### src/rtl/mux_nx1_reg.sv
// mux_nx1_reg: N-channel, WIDTH-bit multiplexer with per-channel valid/ready
// handshakes and a one-deep registered output stage.
//   MODE 0: sel picks the channel (no grant if sel >= N or the channel is idle).
//   MODE 1: round-robin arbitration starting at rr_ptr; sel is ignored.
// Ports:
//   clk, rst_n            clock (rising edge), async active-low reset
//   in_data  [N*WIDTH]    channel i at bits [i*WIDTH +: WIDTH]
//   in_valid [N]          channel i offers data
//   in_ready [N]          channel i accepted this cycle (one-hot or zero)
//   sel      [SELW]       channel select (MODE 0 only)
//   out_data [WIDTH]      registered selected data
//   out_src  [SELW]       channel index that produced out_data
//   out_valid/out_ready   output handshake
module mux_nx1_reg #(
  parameter  int WIDTH = 32,
  parameter  int N     = 4,
  parameter  int MODE  = 0,
  localparam int SELW  = $clog2(N)
) (
  input  logic               clk,
  input  logic               rst_n,
  input  logic [N*WIDTH-1:0] in_data,
  input  logic [N-1:0]       in_valid,
  output logic [N-1:0]       in_ready,
  input  logic [SELW-1:0]    sel,
  output logic [WIDTH-1:0]   out_data,
  output logic [SELW-1:0]    out_src,
  output logic               out_valid,
  input  logic               out_ready
);

  logic [WIDTH-1:0] out_data_q,  out_data_d;
  logic [SELW-1:0]  out_src_q,   out_src_d;
  logic             out_valid_q, out_valid_d;
  logic [SELW-1:0]  rr_ptr_q,    rr_ptr_d;

  logic [SELW-1:0]  grant;
  logic             grant_vld;
  logic [WIDTH-1:0] grant_data;
  logic             can_accept;
  logic             accept;
  int unsigned      idx;

  // Grant selection. Loops compare against constant indices so that an
  // out-of-range sel (N not a power of two) simply matches nothing.
  always_comb begin
    grant     = '0;
    grant_vld = 1'b0;
    idx       = 0;
    if (MODE == 0) begin
      for (int unsigned i = 0; i < N; i++) begin
        if (sel == SELW'(i) && in_valid[i]) begin
          grant     = SELW'(i);
          grant_vld = 1'b1;
        end
      end
    end else begin
      for (int unsigned k = 0; k < N; k++) begin
        idx = 32'(rr_ptr_q) + k;
        if (idx >= N) idx = idx - N;
        for (int unsigned i = 0; i < N; i++) begin
          if (!grant_vld && idx == i && in_valid[i]) begin
            grant     = SELW'(i);
            grant_vld = 1'b1;
          end
        end
      end
    end
  end

  always_comb begin
    grant_data = '0;
    for (int unsigned i = 0; i < N; i++) begin
      if (grant == SELW'(i)) grant_data = in_data[i*WIDTH +: WIDTH];
    end
  end

  // out_ready feeds in_ready combinationally; rst_n gates acceptance so
  // in_ready stays low while reset is held.
  assign can_accept = !out_valid_q || out_ready;
  assign accept     = grant_vld && can_accept && rst_n;

  always_comb begin
    in_ready = '0;
    for (int unsigned i = 0; i < N; i++) begin
      in_ready[i] = accept && (grant == SELW'(i));
    end
  end

  always_comb begin
    out_data_d  = out_data_q;
    out_src_d   = out_src_q;
    out_valid_d = out_valid_q;
    rr_ptr_d    = rr_ptr_q;
    if (accept) begin
      out_data_d  = grant_data;
      out_src_d   = grant;
      out_valid_d = 1'b1;
      if (MODE == 1) begin
        rr_ptr_d = (grant == SELW'(N-1)) ? '0 : grant + 1'b1;
      end
    end else if (out_ready) begin
      out_valid_d = 1'b0;
    end
  end

  always_ff @(posedge clk or negedge rst_n) begin
    if (!rst_n) begin
      out_data_q  <= '0;
      out_src_q   <= '0;
      out_valid_q <= 1'b0;
      rr_ptr_q    <= '0;
    end else begin
      out_data_q  <= out_data_d;
      out_src_q   <= out_src_d;
      out_valid_q <= out_valid_d;
      rr_ptr_q    <= rr_ptr_d;
    end
  end

  assign out_data  = out_data_q;
  assign out_src   = out_src_q;
  assign out_valid = out_valid_q;

endmodule

### config.mk
export PLATFORM = sky130hd
export DESIGN_NAME = mux_nx1_reg
export DESIGN_NICKNAME = d
export VERILOG_FILES = /design/src/rtl/mux_nx1_reg.sv
export SDC_FILE = /design/constraint.sdc
export NUM_CORES = 1
export LEC_CHECK = 0
export CAP_MARGIN = 0
export CELL_PAD_IN_SITES_DETAIL_PLACEMENT = 0
export CELL_PAD_IN_SITES_GLOBAL_PLACEMENT = 1
export CORE_ASPECT_RATIO = 0.8
export CORE_MARGIN = 2
export CORE_UTILIZATION = 29
export DETAILED_ROUTE_END_ITERATION = 6
export PLACE_DENSITY_LB_ADDON = 0.1
export SYNTH_ARGS = -nofsm -noshare
export SYNTH_HDL_FRONTEND = slang
export SYNTH_SLANG_ARGS = --single-unit
### constraint.sdc
create_clock -name clk -period 4.6 [get_ports clk]
set_input_delay 0.92 -clock clk [delete_from_list [all_inputs] [get_ports clk]]
set_output_delay 0.92 -clock clk [all_outputs]
set_load 0.02 [all_outputs]
==> results of run 1 <==
[cells by family after synthesis]
logic type,share of synthesized area
buffers and inverters,0.0811
DFF,0.304
AOI/OAI and AO/OA,0.179
and+or+nand+nor,0.238
muxes,0.198
[flip-flops by register name (all words and copies together) (netlist names)]
register	cells
out_src	2
out_valid	1
out_data	32
[layout make-up]
| class | instances | share of cell area |
|---|---|---|
| clock buffers | 7 | 0.0276 |
| well taps | 136 | 0.0354 |
| multi-input cells | 233 | 0.372 |
| inverters | 1 | 0.000782 |
| clock inverters | 1 | 0.00104 |
| repair buffers | 186 | 0.380 |
| diodes | 1 | 0.000521 |
| flip-flops and latches | 35 | 0.182 |
[cell usage in the layout, fill, tap and decap left out, types with 3 or more instances in the layout]
cell                              instances
sky130_fd_sc_hd__clkbuf_16                5
sky130_fd_sc_hd__dfrtp_1                 35
sky130_fd_sc_hd__mux2i_1                  7
sky130_fd_sc_hd__nor2_1                  27
sky130_fd_sc_hd__o21ai_0                  3
sky130_fd_sc_hd__mux2_4                  28
sky130_fd_sc_hd__nand3b_1                25
sky130_fd_sc_hd__a221oi_1                25
sky130_fd_sc_hd__a22oi_1                  7
sky130_fd_sc_hd__clkdlybuf4s50_1        173
sky130_fd_sc_hd__buf_4                   11
sky130_fd_sc_hd__mux2_2                   6
sky130_fd_sc_hd__a31oi_1                 26
sky130_fd_sc_hd__o211ai_1                 7
sky130_fd_sc_hd__and2_1                  25
sky130_fd_sc_hd__nand3_1                 33
[power by group through the flow]
stage          Clock [µW]  Sequential (µW)  Combinational, µW
6_report              333              450                718
5_1_grt               352              464                762
4_1_cts               343              451                725
3_5_place_dp            0              455                721
3_3_place_gp            0              453                719
2_1_floorplan           0              563                252
[how the worst min path moves through the flow]
| stage | start | end | slack [ns] | depth (start not counted) |
|---|---|---|---|---|
| after floorplan | rst_n | out_data[0]$_DFFE_PN0P_ | 0.62 | 0 |
| after global placement | out_data[2]$_DFFE_PN0P_ | out_data[2]$_DFFE_PN0P_ | 0.49 | 1 |
| after detailed placement | out_data[9]$_DFFE_PN0P_ | out_data[9]$_DFFE_PN0P_ | 0.50 | 1 |
| after CTS | rst_n | out_data[0]$_DFFE_PN0P_ | 0.49 | 1 |
| after global routing | rst_n | out_data[17]$_DFFE_PN0P_ | 0.50 | 1 |
| final | rst_n | out_data[17]$_DFFE_PN0P_ | 0.49 | 1 |
[layer usage]
layer	up-vias	wire [µm]	track usage
met5	-	0	0
met4	0	196	0.0552
met3	15	784	0.0570
met2	105	4950	0.319
met1	1446	4800	0.256
li1	1462	-	-
[synth_stat cells]
cell	count	share of area
sky130_fd_sc_hd__a21oi_1	1	0.0017
sky130_fd_sc_hd__o211ai_1	7	0.018
sky130_fd_sc_hd__o22a_1	1	0.0030
sky130_fd_sc_hd__clkbuf_1	19	0.025
sky130_fd_sc_hd__buf_6	7	0.027
sky130_fd_sc_hd__nor2b_1	2	0.0043
sky130_fd_sc_hd__a22oi_1	7	0.018
sky130_fd_sc_hd__buf_8	1	0.0052
sky130_fd_sc_hd__nor3_1	2	0.0035
sky130_fd_sc_hd__mux2i_1	7	0.024
sky130_fd_sc_hd__nand3_2	2	0.0069
sky130_fd_sc_hd__nand2b_1	1	0.0022
sky130_fd_sc_hd__and2_0	1	0.0022
sky130_fd_sc_hd__buf_2	5	0.0087
sky130_fd_sc_hd__and3_1	1	0.0022
sky130_fd_sc_hd__nand3b_1	25	0.065
sky130_fd_sc_hd__mux2_2	6	0.023
sky130_fd_sc_hd__o21ai_0	3	0.0052
sky130_fd_sc_hd__mux2_4	28	0.15
sky130_fd_sc_hd__nand3_1	33	0.057
sky130_fd_sc_hd__and3b_1	1	0.0030
sky130_fd_sc_hd__mux2i_2	1	0.0048
sky130_fd_sc_hd__nand2_2	1	0.0022
sky130_fd_sc_hd__inv_1	1	0.0013
sky130_fd_sc_hd__buf_12	2	0.014
sky130_fd_sc_hd__nor2_1	27	0.035
sky130_fd_sc_hd__a221oi_1	25	0.076
sky130_fd_sc_hd__and2_1	25	0.054
sky130_fd_sc_hd__a31oi_1	26	0.056
sky130_fd_sc_hd__dfrtp_1	35	0.30
[worst reg2reg max path, cell delays in order, from the launching register on]
cell	delay, ns
sky130_fd_sc_hd__dfrtp_1	0.35
sky130_fd_sc_hd__nand2b_1	0.11
sky130_fd_sc_hd__nand3_2	0.12
sky130_fd_sc_hd__o22a_2	0.29
sky130_fd_sc_hd__buf_4	0.52
sky130_fd_sc_hd__mux2_2	0.41
[through the flow]
step / utilization / setup slack, ns / hold WS [ns]
after floorplan: - / 1.50 / 0.624
after global placement: 0.483 / 0.643 / 0.490
after detailed placement: 0.483 / 0.603 / 0.496
after CTS: 0.497 / 0.594 / 0.487
after global routing: 0.498 / 0.559 / 0.499
final: 0.498 / 0.624 / 0.487
==> flow_summary.html, run 1 <==
<table>
<tr><th>Metric</th><th>Value</th></tr>
<tr><th colspan="2">Routing</th></tr>
<tr><td>Number of detailed-routing iterations run before antenna repair</td><td>4</td></tr>
<tr><td>Final antenna-violating net count</td><td>0</td></tr>
<tr><td>DRC</td><td>0</td></tr>
<tr><td>Detail-routed net length per standard cell</td><td>17.9 µm</td></tr>
<tr><td>Total length of routed wires</td><td>approximately 11000 µm</td></tr>
<tr><td>Vias/cell</td><td>a little over 5</td></tr>
<tr><td>Drt first-iter violations</td><td>179</td></tr>
<tr><td>Via count</td><td>approximately 3000</td></tr>
<tr><th colspan="2">Setup path</th></tr>
<tr><td>Arrival time of the worst setup path</td><td>3.06 ns</td></tr>
<tr><td>Buffers &amp; Inverters on Critical Path</td><td>3</td></tr>
<tr><td>Worst setup EP type</td><td>primary output</td></tr>
<tr><td>Crit-path max FO</td><td>19</td></tr>
<tr><td>Worst r2r src</td><td>out_valid$_DFFE_PN0P_</td></tr>
<tr><td>Kind of start point of the critical path</td><td>input pin</td></tr>
<tr><td>Crit. path cell count</td><td>6</td></tr>
<tr><td>Cells along the critical path</td><td>clkdlybuf4s50_1 -&gt; buf_4 -&gt; mux2i_4 -&gt; o22a_2 -&gt; nor3_1 -&gt; clkdlybuf4s50_1</td></tr>
<tr><td>Most frequent cell on the critical path</td><td>sky130_fd_sc_hd__clkdlybuf4s50_1</td></tr>
<tr><td>Highest-delay cell along the critical path</td><td>sky130_fd_sc_hd__clkdlybuf4s50_1</td></tr>
<tr><td>Length in cells of the worst reg-to-reg path</td><td>5</td></tr>
<tr><td>Launching element of the worst setup path</td><td>sel[0]</td></tr>
<tr><td>Crit path kind</td><td>in2out</td></tr>
<tr><td>CP delay by family, top</td><td>buffers and inverters</td></tr>
<tr><td>Destination of the worst register-to-register timing path</td><td>out_data[6]$_DFFE_PN0P_</td></tr>
<tr><td>Data required time of the worst path</td><td>3.68 ns</td></tr>
<tr><td>Highest cell delay on the worst timing path</td><td>0.64 ns</td></tr>
<tr><td>CP Capture Point</td><td>in_ready[0]</td></tr>
<tr><td>Reg-to-reg setup timing slack</td><td>2.67 ns</td></tr>
<tr><th colspan="2">Logic synthesis</th></tr>
<tr><td>Distinct cell type count of the synthesized netlist</td><td>30</td></tr>
<tr><td>Post-synthesis cell count</td><td>303</td></tr>
<tr><td>Proportion of synthesized chip area in sequential cells</td><td>0.304</td></tr>
<tr><td>Warnings from Yosys</td><td>0</td></tr>
<tr><td>Post-Syn Nets</td><td>440</td></tr>
<tr><td>Mean cell area of the mapped netlist</td><td>9.52 µm²</td></tr>
<tr><td>Yosys reg bits</td><td>35</td></tr>
<tr><td>Synth Cell Area</td><td>0.00288 mm²</td></tr>
<tr><th colspan="2">Cells and area</th></tr>
<tr><td>Number of inserted filler cells in the final layout</td><td>907</td></tr>
<tr><td>Final instance count without filler cells</td><td>600</td></tr>
<tr><td>Area of the multi-input gates</td><td>0.00179 mm²</td></tr>
<tr><td>Ratio of cells with drive above 1 in the final layout</td><td>0.127</td></tr>
<tr><td>Sequential cell area</td><td>876 µm²</td></tr>
<tr><td>Final instance area</td><td>a little under 0.005 mm²</td></tr>
<tr><td>Syn-to-layout area delta</td><td>66.5%</td></tr>
<tr><td>Number of nets in the finished design</td><td>599</td></tr>
<tr><th colspan="2">Timing</th></tr>
<tr><td>Worst-case clock skew</td><td>0.00229 ns</td></tr>
<tr><td>Headroom to the max-slew limit</td><td>0.290</td></tr>
<tr><td>Final Hold Viols</td><td>0</td></tr>
<tr><td>Total of endpoints with negative setup slack in the final report</td><td>0</td></tr>
<tr><td>Unrepaired setup endpoints after global routing</td><td>no</td></tr>
<tr><td>Crit share post-route</td><td>0.864</td></tr>
<tr><td>Highest achievable clock rate</td><td>252 MHz</td></tr>
<tr><td>Post-layout min period</td><td>between 3 and 4 ns</td></tr>
<tr><td>Max-slew violations</td><td>0</td></tr>
<tr><td>Final TNS setup</td><td>0 ns</td></tr>
<tr><td>Slew at the pin with the worst max-slew slack</td><td>1.06 ns</td></tr>
<tr><th colspan="2">CTS</th></tr>
<tr><td>Maximum root-to-sink buffer count</td><td>2</td></tr>
<tr><td>Number of clock buffers inserted by TritonCTS</td><td>5</td></tr>
<tr><td>CTS tree</td><td>done</td></tr>
<tr><td>Cts-stage hold buffer count</td><td>0</td></tr>
<tr><td>Cell at the root of the clock tree</td><td>sky130_fd_sc_hd__clkbuf_16</td></tr>
<tr><td>Worst-path clk slew</td><td>approximately 0.05 ns</td></tr>
<tr><td>Htree depth</td><td>2</td></tr>
<tr><td>Clock sink count</td><td>35</td></tr>
<tr><td>Clock Latency Late Sink</td><td>0.28 ns</td></tr>
<tr><td>Cts repair resizes</td><td>0</td></tr>
<tr><td>Setup repair bufs after CTS</td><td>0</td></tr>
<tr><th colspan="2">Outcome</th></tr>
<tr><td>Status</td><td>completed</td></tr>
<tr><th colspan="2">Floorplanning</th></tr>
<tr><td>I/O Pins</td><td>176</td></tr>
<tr><td>Die height</td><td>approximately 93 µm</td></tr>
<tr><td>Number of rows in the core area</td><td>32</td></tr>
<tr><td>Effective utilization at floorplan</td><td>0.299</td></tr>
<tr><td>Die footprint</td><td>0.0108 mm²</td></tr>
<tr><td>Area of the core region</td><td>a little under 0.01 mm²</td></tr>
<tr><td>Die width</td><td>115 µm</td></tr>
<tr><th colspan="2">GRT</th></tr>
<tr><td>Via count of the first global-routing pass</td><td>3070</td></tr>
<tr><td>First-pass GRT wire length</td><td>about 16000 µm</td></tr>
<tr><td>Total overflow reported by the global router</td><td>0</td></tr>
<tr><td>Global router's overall resource usage</td><td>0.197</td></tr>
<tr><td>Antenna violations before repair</td><td>1</td></tr>
<tr><td>Pin count of the biggest net entering global routing</td><td>35</td></tr>
<tr><th colspan="2">Min path</th></tr>
<tr><td>Worst min-delay path class</td><td>in2async</td></tr>
<tr><th colspan="2">Pwr</th></tr>
<tr><td>Internal power summed over all cells</td><td>1020 µW</td></tr>
<tr><td>Net switching share of the total power</td><td>0.322</td></tr>
<tr><td>Switching power total</td><td>483 µW</td></tr>
<tr><td>Total power divided by cell area</td><td>313 mW/mm²</td></tr>
<tr><td>Lkg Pwr</td><td>0.00191 µW</td></tr>
<tr><td>Tot Pwr</td><td>1500 µW</td></tr>
<tr><td>Clock group share of total power</td><td>0.222</td></tr>
<tr><td>Highest ir drop seen on vdd</td><td>144 µV</td></tr>
<tr><td>Fraction of power consumed by sequential logic</td><td>0.300</td></tr>
<tr><td>Relative contribution of combinational cells to total power</td><td>0.478</td></tr>
<tr><th colspan="2">Placed design</th></tr>
<tr><td>Post-DP Area</td><td>about 0.0047 mm²</td></tr>
<tr><td>Number of input and output port buffers inserted</td><td>about 180</td></tr>
<tr><td>Post-detail-place hpwl</td><td>7740 µm</td></tr>
<tr><td>Routability-driven placement congestion ratio</td><td>0.781</td></tr>
<tr><td>Number of placed instances, taps included</td><td>591</td></tr>
<tr><th colspan="2">Run</th></tr>
<tr><td>Number of max-cap violations</td><td>0</td></tr>
</table>
Power figures use the tool's default switching activity.
==> inputs of run 2 (changes only) <==
Settings changed: CORE_UTILIZATION 29 to 45, CTS_BUF_LIST set to sky130_fd_sc_hd__clkbuf_4 sky130_fd_sc_hd__clkbuf_8 sky130_fd_sc_hd__clkbuf_16, DONT_BUFFER_PORTS set to 1.
==> flow_summary.html, run 2 (same netlist as run 1, synthesis figures left out) <==
<table>
<tr><th>Metric</th><th>Value</th></tr>
<tr><th colspan="2">Outcome</th></tr>
<tr><td>Status</td><td>completed</td></tr>
<tr><th colspan="2">CTS</th></tr>
<tr><td>Clock sink count</td><td>35 (unchanged)</td></tr>
<tr><td>Cell at the root of the clock tree</td><td>sky130_fd_sc_hd__clkbuf_8</td></tr>
<tr><td>CTS tree</td><td>done</td></tr>
<tr><td>Clock Latency Late Sink</td><td>0.28 ns (about the same)</td></tr>
<tr><td>Worst-path clk slew</td><td>0.07 ns (+0.02 ns)</td></tr>
<tr><td>Cts-stage hold buffer count</td><td>0 (unchanged)</td></tr>
<tr><td>Cts repair resizes</td><td>0 (unchanged)</td></tr>
<tr><td>Htree depth</td><td>2 (unchanged)</td></tr>
<tr><td>Maximum root-to-sink buffer count</td><td>2 (unchanged)</td></tr>
<tr><td>Number of clock buffers inserted by TritonCTS</td><td>5 (unchanged)</td></tr>
<tr><td>Setup repair bufs after CTS</td><td>0 (unchanged)</td></tr>
<tr><th colspan="2">Setup path</th></tr>
<tr><td>Arrival time of the worst setup path</td><td>2.22 ns (-0.84 ns)</td></tr>
<tr><td>Crit path kind</td><td>in2out</td></tr>
<tr><td>Worst setup EP type</td><td>primary output</td></tr>
<tr><td>Reg-to-reg setup timing slack</td><td>2.59 ns (-0.08 ns)</td></tr>
<tr><td>Destination of the worst register-to-register timing path</td><td>out_data[2]$_DFFE_PN0P_</td></tr>
<tr><td>Data required time of the worst path</td><td>3.68 ns (about the same)</td></tr>
<tr><td>Crit-path max FO</td><td>34 (+15)</td></tr>
<tr><td>Worst r2r src</td><td>out_valid$_DFFE_PN0P_</td></tr>
<tr><td>Length in cells of the worst reg-to-reg path</td><td>5 (unchanged)</td></tr>
<tr><td>Kind of start point of the critical path</td><td>input pin</td></tr>
<tr><th colspan="2">Placed design</th></tr>
<tr><td>Post-DP Area</td><td>0.00279 mm² (-40%)</td></tr>
<tr><td>Routability-driven placement congestion ratio</td><td>0.789 (+0.99%)</td></tr>
<tr><td>Number of input and output port buffers inserted</td><td>0 (-100%)</td></tr>
<tr><td>Number of placed instances, taps included</td><td>356 (-40%)</td></tr>
<tr><td>Post-detail-place hpwl</td><td>5740 µm (-26%)</td></tr>
<tr><th colspan="2">Cells and area</th></tr>
<tr><td>Number of flip-flops in the largest register</td><td>32 (unchanged)</td></tr>
<tr><td>Diodes inserted</td><td>0 (-1)</td></tr>
<tr><td>Most common library cell in the layout ignoring fill and taps</td><td>sky130_fd_sc_hd__dfrtp_1</td></tr>
<tr><td>Final instance area</td><td>0.00287 mm² (-40%)</td></tr>
<tr><td>Commonest non-fill, non-tap cells in the layout</td><td>sky130_fd_sc_hd__dfrtp_1 (35), sky130_fd_sc_hd__nand3_1 (33), sky130_fd_sc_hd__mux2_4 (28), sky130_fd_sc_hd__nor2_1 (27), sky130_fd_sc_hd__a31oi_1 (26)</td></tr>
<tr><td>Ratio of cells with drive above 1 in the final layout</td><td>0.176 (+0.0488)</td></tr>
<tr><td>Final instance count without filler cells</td><td>362 (-40%)</td></tr>
<tr><td>Syn-to-layout area delta</td><td>-0.477%</td></tr>
<tr><td>Number of nets in the finished design</td><td>416 (-31%)</td></tr>
<tr><th colspan="2">Pwr</th></tr>
<tr><td>Total power divided by cell area</td><td>365 mW/mm² (+17%)</td></tr>
<tr><td>Lkg Pwr</td><td>0.00116 µW (-39%)</td></tr>
<tr><td>Internal power summed over all cells</td><td>669 µW (-34%)</td></tr>
<tr><td>Net switching share of the total power</td><td>0.361 (+0.0387)</td></tr>
<tr><td>Relative contribution of combinational cells to total power</td><td>0.244 (-0.234)</td></tr>
<tr><td>Highest ir drop seen on vdd</td><td>212 µV (+47%)</td></tr>
<tr><td>Fraction of power consumed by sequential logic</td><td>0.557 (+0.257)</td></tr>
<tr><td>Tot Pwr</td><td>1050 µW (-30%)</td></tr>
<tr><td>Switching power total</td><td>378 µW (-22%)</td></tr>
<tr><td>Clock group share of total power</td><td>0.198 (-0.024)</td></tr>
<tr><th colspan="2">Timing</th></tr>
<tr><td>Final Hold Viols</td><td>0 (unchanged)</td></tr>
<tr><td>Total of endpoints with negative setup slack in the final report</td><td>0 (unchanged)</td></tr>
<tr><td>Slew at the pin with the worst max-slew slack</td><td>1.11 ns (+0.0474 ns)</td></tr>
<tr><td>Final TNS setup</td><td>0 ns (unchanged)</td></tr>
<tr><td>Highest achievable clock rate</td><td>319 MHz (+27%)</td></tr>
<tr><td>Headroom to the max-slew limit</td><td>0.261 (-0.0284)</td></tr>
<tr><td>Unrepaired setup endpoints after global routing</td><td>no</td></tr>
<tr><td>Post-layout min period</td><td>3.14 ns (-0.840 ns)</td></tr>
<tr><td>Tightest hold margin</td><td>0.330 ns (-0.157 ns)</td></tr>
<tr><td>Worst-case clock skew</td><td>0.00229 ns (-0.00000233 ns)</td></tr>
<tr><td>Crit share post-route</td><td>0.682 (-0.183)</td></tr>
<tr><td>Max-slew violations</td><td>0 (unchanged)</td></tr>
<tr><th colspan="2">Routing</th></tr>
<tr><td>DRC</td><td>0 (unchanged)</td></tr>
<tr><td>Vias/cell</td><td>6.44 (+28%)</td></tr>
<tr><td>Via count</td><td>2331 (-23%)</td></tr>
<tr><td>Drt first-iter violations</td><td>72 (-60%)</td></tr>
<tr><td>Total length of routed wires</td><td>8090 µm (-25%)</td></tr>
<tr><td>Detail-routed net length per standard cell</td><td>22.4 µm (+25%)</td></tr>
<tr><td>Number of detailed-routing iterations run before antenna repair</td><td>4 (unchanged)</td></tr>
<tr><td>Final antenna-violating net count</td><td>0 (unchanged)</td></tr>
<tr><th colspan="2">Min path</th></tr>
<tr><td>Worst min-delay path class</td><td>in2async</td></tr>
<tr><th colspan="2">Floorplanning</th></tr>
<tr><td>Number of rows in the core area</td><td>26 (-19%)</td></tr>
<tr><td>Area of the core region</td><td>0.00628 mm² (-35%)</td></tr>
<tr><td>Effective utilization at floorplan</td><td>0.459 (+0.160)</td></tr>
<tr><td>Die footprint</td><td>0.00707 mm² (-34%)</td></tr>
<tr><td>I/O Pins</td><td>176 (unchanged)</td></tr>
<tr><td>Die height</td><td>75.6 µm (-19%)</td></tr>
<tr><td>Die width</td><td>93.5 µm (-19%)</td></tr>
<tr><th colspan="2">GRT</th></tr>
<tr><td>Total overflow reported by the global router</td><td>0 (unchanged)</td></tr>
<tr><td>Antenna violations before repair</td><td>0 (-1)</td></tr>
<tr><td>First-pass GRT wire length</td><td>12000 µm (-27%)</td></tr>
<tr><td>Pin count of the biggest net entering global routing</td><td>76 (+120%)</td></tr>
<tr><td>Via count of the first global-routing pass</td><td>2165 (-29%)</td></tr>
<tr><td>Global router's overall resource usage</td><td>0.221 (+0.0236)</td></tr>
<tr><th colspan="2">Run</th></tr>
<tr><td>Number of max-cap violations</td><td>0 (unchanged)</td></tr>
</table>
[run 2: cell count changes in the layout (fill, tap and decap cells not counted)]
cell / before / now
sky130_fd_sc_hd__clkdlybuf4s50_1: 173 / 0
sky130_fd_sc_hd__buf_4: 11 / 3
sky130_fd_sc_hd__clkbuf_16: 5 / 0
sky130_fd_sc_hd__clkbuf_8: 0 / 5
sky130_fd_sc_hd__buf_2: 2 / 0
sky130_fd_sc_hd__clkbuf_1: 2 / 0
sky130_fd_sc_hd__clkbuf_4: 0 / 1
sky130_fd_sc_hd__clkinv_2: 1 / 0
sky130_fd_sc_hd__diode_2: 1 / 0
[run 2: critical path, stage by stage]
cell and delay (ns):
sky130_fd_sc_hd__nand2_2 0.54, sky130_fd_sc_hd__o21ai_0 0.22, sky130_fd_sc_hd__nor3_1 0.52
[run 2: worst max-delay path by stage]
stage	slack, ns	end	from	cells after the start
after CTS	1.45	in_ready[0]	in_valid[1]	3
final	1.46	in_ready[0]	sel[0]	3
after global routing	1.31	in_ready[0]	sel[0]	3
after floorplan	1.50	in_ready[0]	sel[0]	6
after global placement	1.46	in_ready[0]	in_valid[1]	3
after detailed placement	1.45	in_ready[0]	in_valid[1]	3
[run 2: area by class of cell]
cell class                      instances  area, µm²
Clock buffer                            6       76.3
Fill cell                             593       3410
Inverter                                1       3.75
Multi-Input combinational cell        233       1790
Sequential cell                        35        876
Tap cell                               84        105
Timing Repair Buffer                    3       22.5
[run 2: metrics by stage]
| step | worst slack, ns | util |
|---|---|---|
| final | 1.46 | 0.457 |
| after CTS | 1.45 | 0.457 |
| after detailed placement | 1.45 | 0.445 |
| after global routing | 1.31 | 0.457 |
| after floorplan | 1.50 | - |
| after global placement | 1.46 | 0.445 |
[run 2: power by group through the flow]
stage / logic [µW] / clock network [µW] / registers, µW
global placement: 253 / 0 / 589
global route: 283 / 237 / 596
CTS: 259 / 219 / 586
detailed placement: 259 / 0 / 589
floorplan: 252 / 0 / 563
finish: 256 / 208 / 583
[run 2: layer usage]
metal	track usage	vias to the layer above	share of wire
met2	0.345	110	0.46
met1	0.299	1123	0.44
li1	-	1096	-
met5	0	-	0
met4	0.0376	0	0.0020
met3	0.0841	2	0.097
==> inputs of run 3 (changes only) <==
Settings changed: CORE_UTILIZATION 45 to 41.
Clock period 4.6 ns to 2.6 ns, I/O delays scaled along.
==> flow_summary.html, run 3 (same netlist as run 1, synthesis figures left out) <==
<table>
<tr><th>Metric</th><th>Value</th></tr>
<tr><th colspan="2">Pwr</th></tr>
<tr><td>Internal power summed over all cells</td><td>1190 µW (+78%)</td></tr>
<tr><td>Switching power total</td><td>696 µW (+84%)</td></tr>
<tr><td>Clock group share of total power</td><td>0.198 (about the same)</td></tr>
<tr><td>Lkg Pwr</td><td>0.00121 µW (+4.2%)</td></tr>
<tr><td>Fraction of power consumed by sequential logic</td><td>0.548 (-0.009)</td></tr>
<tr><td>Total power divided by cell area</td><td>640 mW/mm² (+75%)</td></tr>
<tr><td>Relative contribution of combinational cells to total power</td><td>0.254 (+0.010)</td></tr>
<tr><td>Highest ir drop seen on vdd</td><td>285 µV (+35%)</td></tr>
<tr><td>Net switching share of the total power</td><td>0.368 (+0.00758)</td></tr>
<tr><th colspan="2">Routing</th></tr>
<tr><td>DRC</td><td>0 (unchanged)</td></tr>
<tr><td>Drt first-iter violations</td><td>125 (+74%)</td></tr>
<tr><td>Vias/cell</td><td>6.22 (-3.4%)</td></tr>
<tr><td>Number of detailed-routing iterations run before antenna repair</td><td>4 (unchanged)</td></tr>
<tr><td>Via count</td><td>2326 (-0.21%)</td></tr>
<tr><td>Final antenna-violating net count</td><td>0 (unchanged)</td></tr>
<tr><td>Detail-routed net length per standard cell</td><td>23.0 µm (+2.9%)</td></tr>
<tr><td>Total length of routed wires</td><td>8600 µm (+6.3%)</td></tr>
<tr><th colspan="2">Placed design</th></tr>
<tr><td>Post-detail-place hpwl</td><td>6200 µm (+8.0%)</td></tr>
<tr><td>Worst setup slack before clock tree synthesis</td><td>0.464 ns (-0.986 ns)</td></tr>
<tr><td>Number of input and output port buffers inserted</td><td>0 (unchanged)</td></tr>
<tr><td>Routability-driven placement congestion ratio</td><td>0.747 (-5.3%)</td></tr>
<tr><th colspan="2">Floorplanning</th></tr>
<tr><td>Die width</td><td>97.8 µm (+4.6%)</td></tr>
<tr><td>Die height</td><td>79.0 µm (+4.5%)</td></tr>
<tr><td>Area of the core region</td><td>0.00686 mm² (+9.2%)</td></tr>
<tr><td>Die footprint</td><td>0.00773 mm² (+9.3%)</td></tr>
<tr><td>Effective utilization at floorplan</td><td>0.421 (-0.0388)</td></tr>
<tr><td>I/O Pins</td><td>176 (unchanged)</td></tr>
<tr><td>Number of rows in the core area</td><td>27 (+3.8%)</td></tr>
<tr><th colspan="2">Timing</th></tr>
<tr><td>Post-layout min period</td><td>2.32 ns</td></tr>
<tr><td>Headroom to the max-slew limit</td><td>0.319 (+0.0579)</td></tr>
<tr><td>Highest achievable clock rate</td><td>~430 MHz</td></tr>
<tr><td>Total of endpoints with negative setup slack in the final report</td><td>0 (unchanged)</td></tr>
<tr><td>Worst-case clock skew</td><td>0.00631 ns (+0.00402 ns)</td></tr>
<tr><td>Unrepaired setup endpoints after global routing</td><td>no</td></tr>
<tr><td>Final Hold Viols</td><td>0 (unchanged)</td></tr>
<tr><td>Slew at the pin with the worst max-slew slack</td><td>1.02 ns (-0.0914 ns)</td></tr>
<tr><td>Max-slew violations</td><td>0 (unchanged)</td></tr>
<tr><td>Worst-case setup margin in the final layout</td><td>0.277 ns (-1.19 ns)</td></tr>
<tr><td>Final TNS setup</td><td>0 ns (unchanged)</td></tr>
<tr><td>Crit share post-route</td><td>0.893</td></tr>
<tr><th colspan="2">Cells and area</th></tr>
<tr><td>Commonest non-fill, non-tap cells in the layout</td><td>sky130_fd_sc_hd__dfrtp_1 (35), sky130_fd_sc_hd__nand3_1 (33), sky130_fd_sc_hd__mux2_4 (28), sky130_fd_sc_hd__nor2_1 (27), sky130_fd_sc_hd__a31oi_1 (26)</td></tr>
<tr><td>Diodes inserted</td><td>0 (unchanged)</td></tr>
<tr><td>Most common library cell in the layout ignoring fill and taps</td><td>sky130_fd_sc_hd__dfrtp_1</td></tr>
<tr><td>Number of nets in the finished design</td><td>425 (+2.2%)</td></tr>
<tr><td>Syn-to-layout area delta</td><td>2.43%</td></tr>
<tr><td>Ratio of cells with drive above 1 in the final layout</td><td>0.202 (+0.0258)</td></tr>
<tr><td>Number of flip-flops in the largest register</td><td>32 (unchanged)</td></tr>
<tr><th colspan="2">CTS</th></tr>
<tr><td>Maximum root-to-sink buffer count</td><td>2 (unchanged)</td></tr>
<tr><td>Setup repair bufs after CTS</td><td>0 (unchanged)</td></tr>
<tr><td>Htree depth</td><td>2 (unchanged)</td></tr>
<tr><td>Cell at the root of the clock tree</td><td>sky130_fd_sc_hd__clkbuf_8</td></tr>
<tr><td>Number of clock buffers inserted by TritonCTS</td><td>5 (unchanged)</td></tr>
<tr><td>Worst-path clk slew</td><td>0.07 ns (about the same)</td></tr>
<tr><td>Clock sink count</td><td>35 (unchanged)</td></tr>
<tr><td>CTS tree</td><td>done</td></tr>
<tr><td>Clock Latency Late Sink</td><td>0.28 ns (about the same)</td></tr>
<tr><th colspan="2">Setup path</th></tr>
<tr><td>Crit path kind</td><td>reg2out</td></tr>
<tr><td>Crit-path max FO</td><td>13 (-62%)</td></tr>
<tr><td>CP delay by family, top</td><td>simple AND/OR/NAND/NOR gates</td></tr>
<tr><td>Cells along the critical path</td><td>nand2b_1 -&gt; nand3_2 -&gt; o22a_2 -&gt; nor3_1 -&gt; buf_4</td></tr>
<tr><td>Data required time of the worst path</td><td>2.08 ns (-1.60 ns)</td></tr>
<tr><td>Buffers &amp; Inverters on Critical Path</td><td>1 (+1)</td></tr>
<tr><td>Kind of start point of the critical path</td><td>flop</td></tr>
<tr><td>Highest-delay cell along the critical path</td><td>sky130_fd_sc_hd__dfrtp_1</td></tr>
<tr><td>Arrival time of the worst setup path</td><td>1.80 ns (-0.42 ns)</td></tr>
<tr><td>Highest cell delay on the worst timing path</td><td>0.46 ns (-0.08 ns)</td></tr>
<tr><td>Worst setup EP type</td><td>primary output</td></tr>
<tr><th colspan="2">GRT</th></tr>
<tr><td>First-pass GRT wire length</td><td>13300 µm (+11%)</td></tr>
<tr><td>Pin count of the biggest net entering global routing</td><td>76 (unchanged)</td></tr>
<tr><td>Global router's overall resource usage</td><td>0.218 (-0.00289)</td></tr>
<tr><td>Total overflow reported by the global router</td><td>0 (unchanged)</td></tr>
<tr><td>Antenna violations before repair</td><td>0 (unchanged)</td></tr>
<tr><td>Via count of the first global-routing pass</td><td>2288 (+5.7%)</td></tr>
<tr><th colspan="2">Min path</th></tr>
<tr><td>Worst min-delay path class</td><td>in2async</td></tr>
<tr><th colspan="2">Outcome</th></tr>
<tr><td>Status</td><td>completed</td></tr>
<tr><th colspan="2">Run</th></tr>
<tr><td>Number of max-cap violations</td><td>0 (unchanged)</td></tr>
</table>
## run 3: power by group through the flow
| stage | clock network, µW | registers [µW] | logic (µW) |
|---|---|---|---|
| 2_1_floorplan | 0 | 996 | 446 |
| 5_1_grt | 406 | 1060 | 525 |
| 6_report | 374 | 1040 | 480 |
| 3_3_place_gp | 0 | 1050 | 461 |
| 3_5_place_dp | 0 | 1050 | 470 |
| 4_1_cts | 385 | 1040 | 485 |
## run 3: worst paths after layout
check / slack, ns / depth (start not counted) / endpoint / from
max in group asynchronous: 2.34 / 1 / out_data[22]$_DFFE_PN0P_ / rst_n
min in group clk: 0.40 / 2 / out_valid$_DFFE_PN0P_ / rst_n
min: 0.07 / 1 / out_data[14]$_DFFE_PN0P_ / rst_n
max: 0.28 / 5 / in_ready[0] / out_valid$_DFFE_PN0P_
max reg2reg: 0.66 / 5 / out_data[20]$_DFFE_PN0P_ / out_valid$_DFFE_PN0P_
min reg2reg: 0.67 / 1 / out_data[23]$_DFFE_PN0P_ / out_data[23]$_DFFE_PN0P_
## run 3: layer usage
metal	routed length (µm)	global-route usage	part of all wire	vias up
met2	3700	0.324	0.43	103
met3	773	0.0766	0.090	7
met4	53	0.0389	0.0062	0
met5	0	0	0	-
li1	-	-	-	1115
met1	4070	0.310	0.47	1101
## run 3: worst register-to-register path: cells and delay by family (launching register included)
family / cells / cell delay [ns]
multiplexers: 1 / 0.34
AO/OA/AOI/OAI: 1 / 0.37
flip-flops: 1 / 0.46
AND/OR/NAND/NOR: 2 / 0.27
buffers and inverters: 1 / 0.38
## run 3: repair_timing
item                      in CTS  in global routing
resized for setup              0                  0
hold buffers                   1                  0
hold endpoints to repair      35                  0
## run 3: final cells by class
cell class | instances | area, µm²
Tap cell | 87 | 109
Multi-Input combinational cell | 233 | 1790
Timing Repair Buffer | 12 | 103
Clock buffer | 6 | 76.3
Fill cell | 677 | 3900
Inverter | 1 | 3.75
Sequential cell | 35 | 876
## run 3: through the flow
stage,total power (µW),instances,util,cell area (µm²),hold WS (ns)
after floorplan,1440,303,-,2880,0.224
after global placement,1510,367,0.417,2860,0.225
after detailed placement,1520,367,0.417,2860,0.225
after CTS,1910,374,0.431,2950,0.0660
after global routing,1990,374,0.431,2950,0.0655
final,1890,374,0.431,2950,0.0655
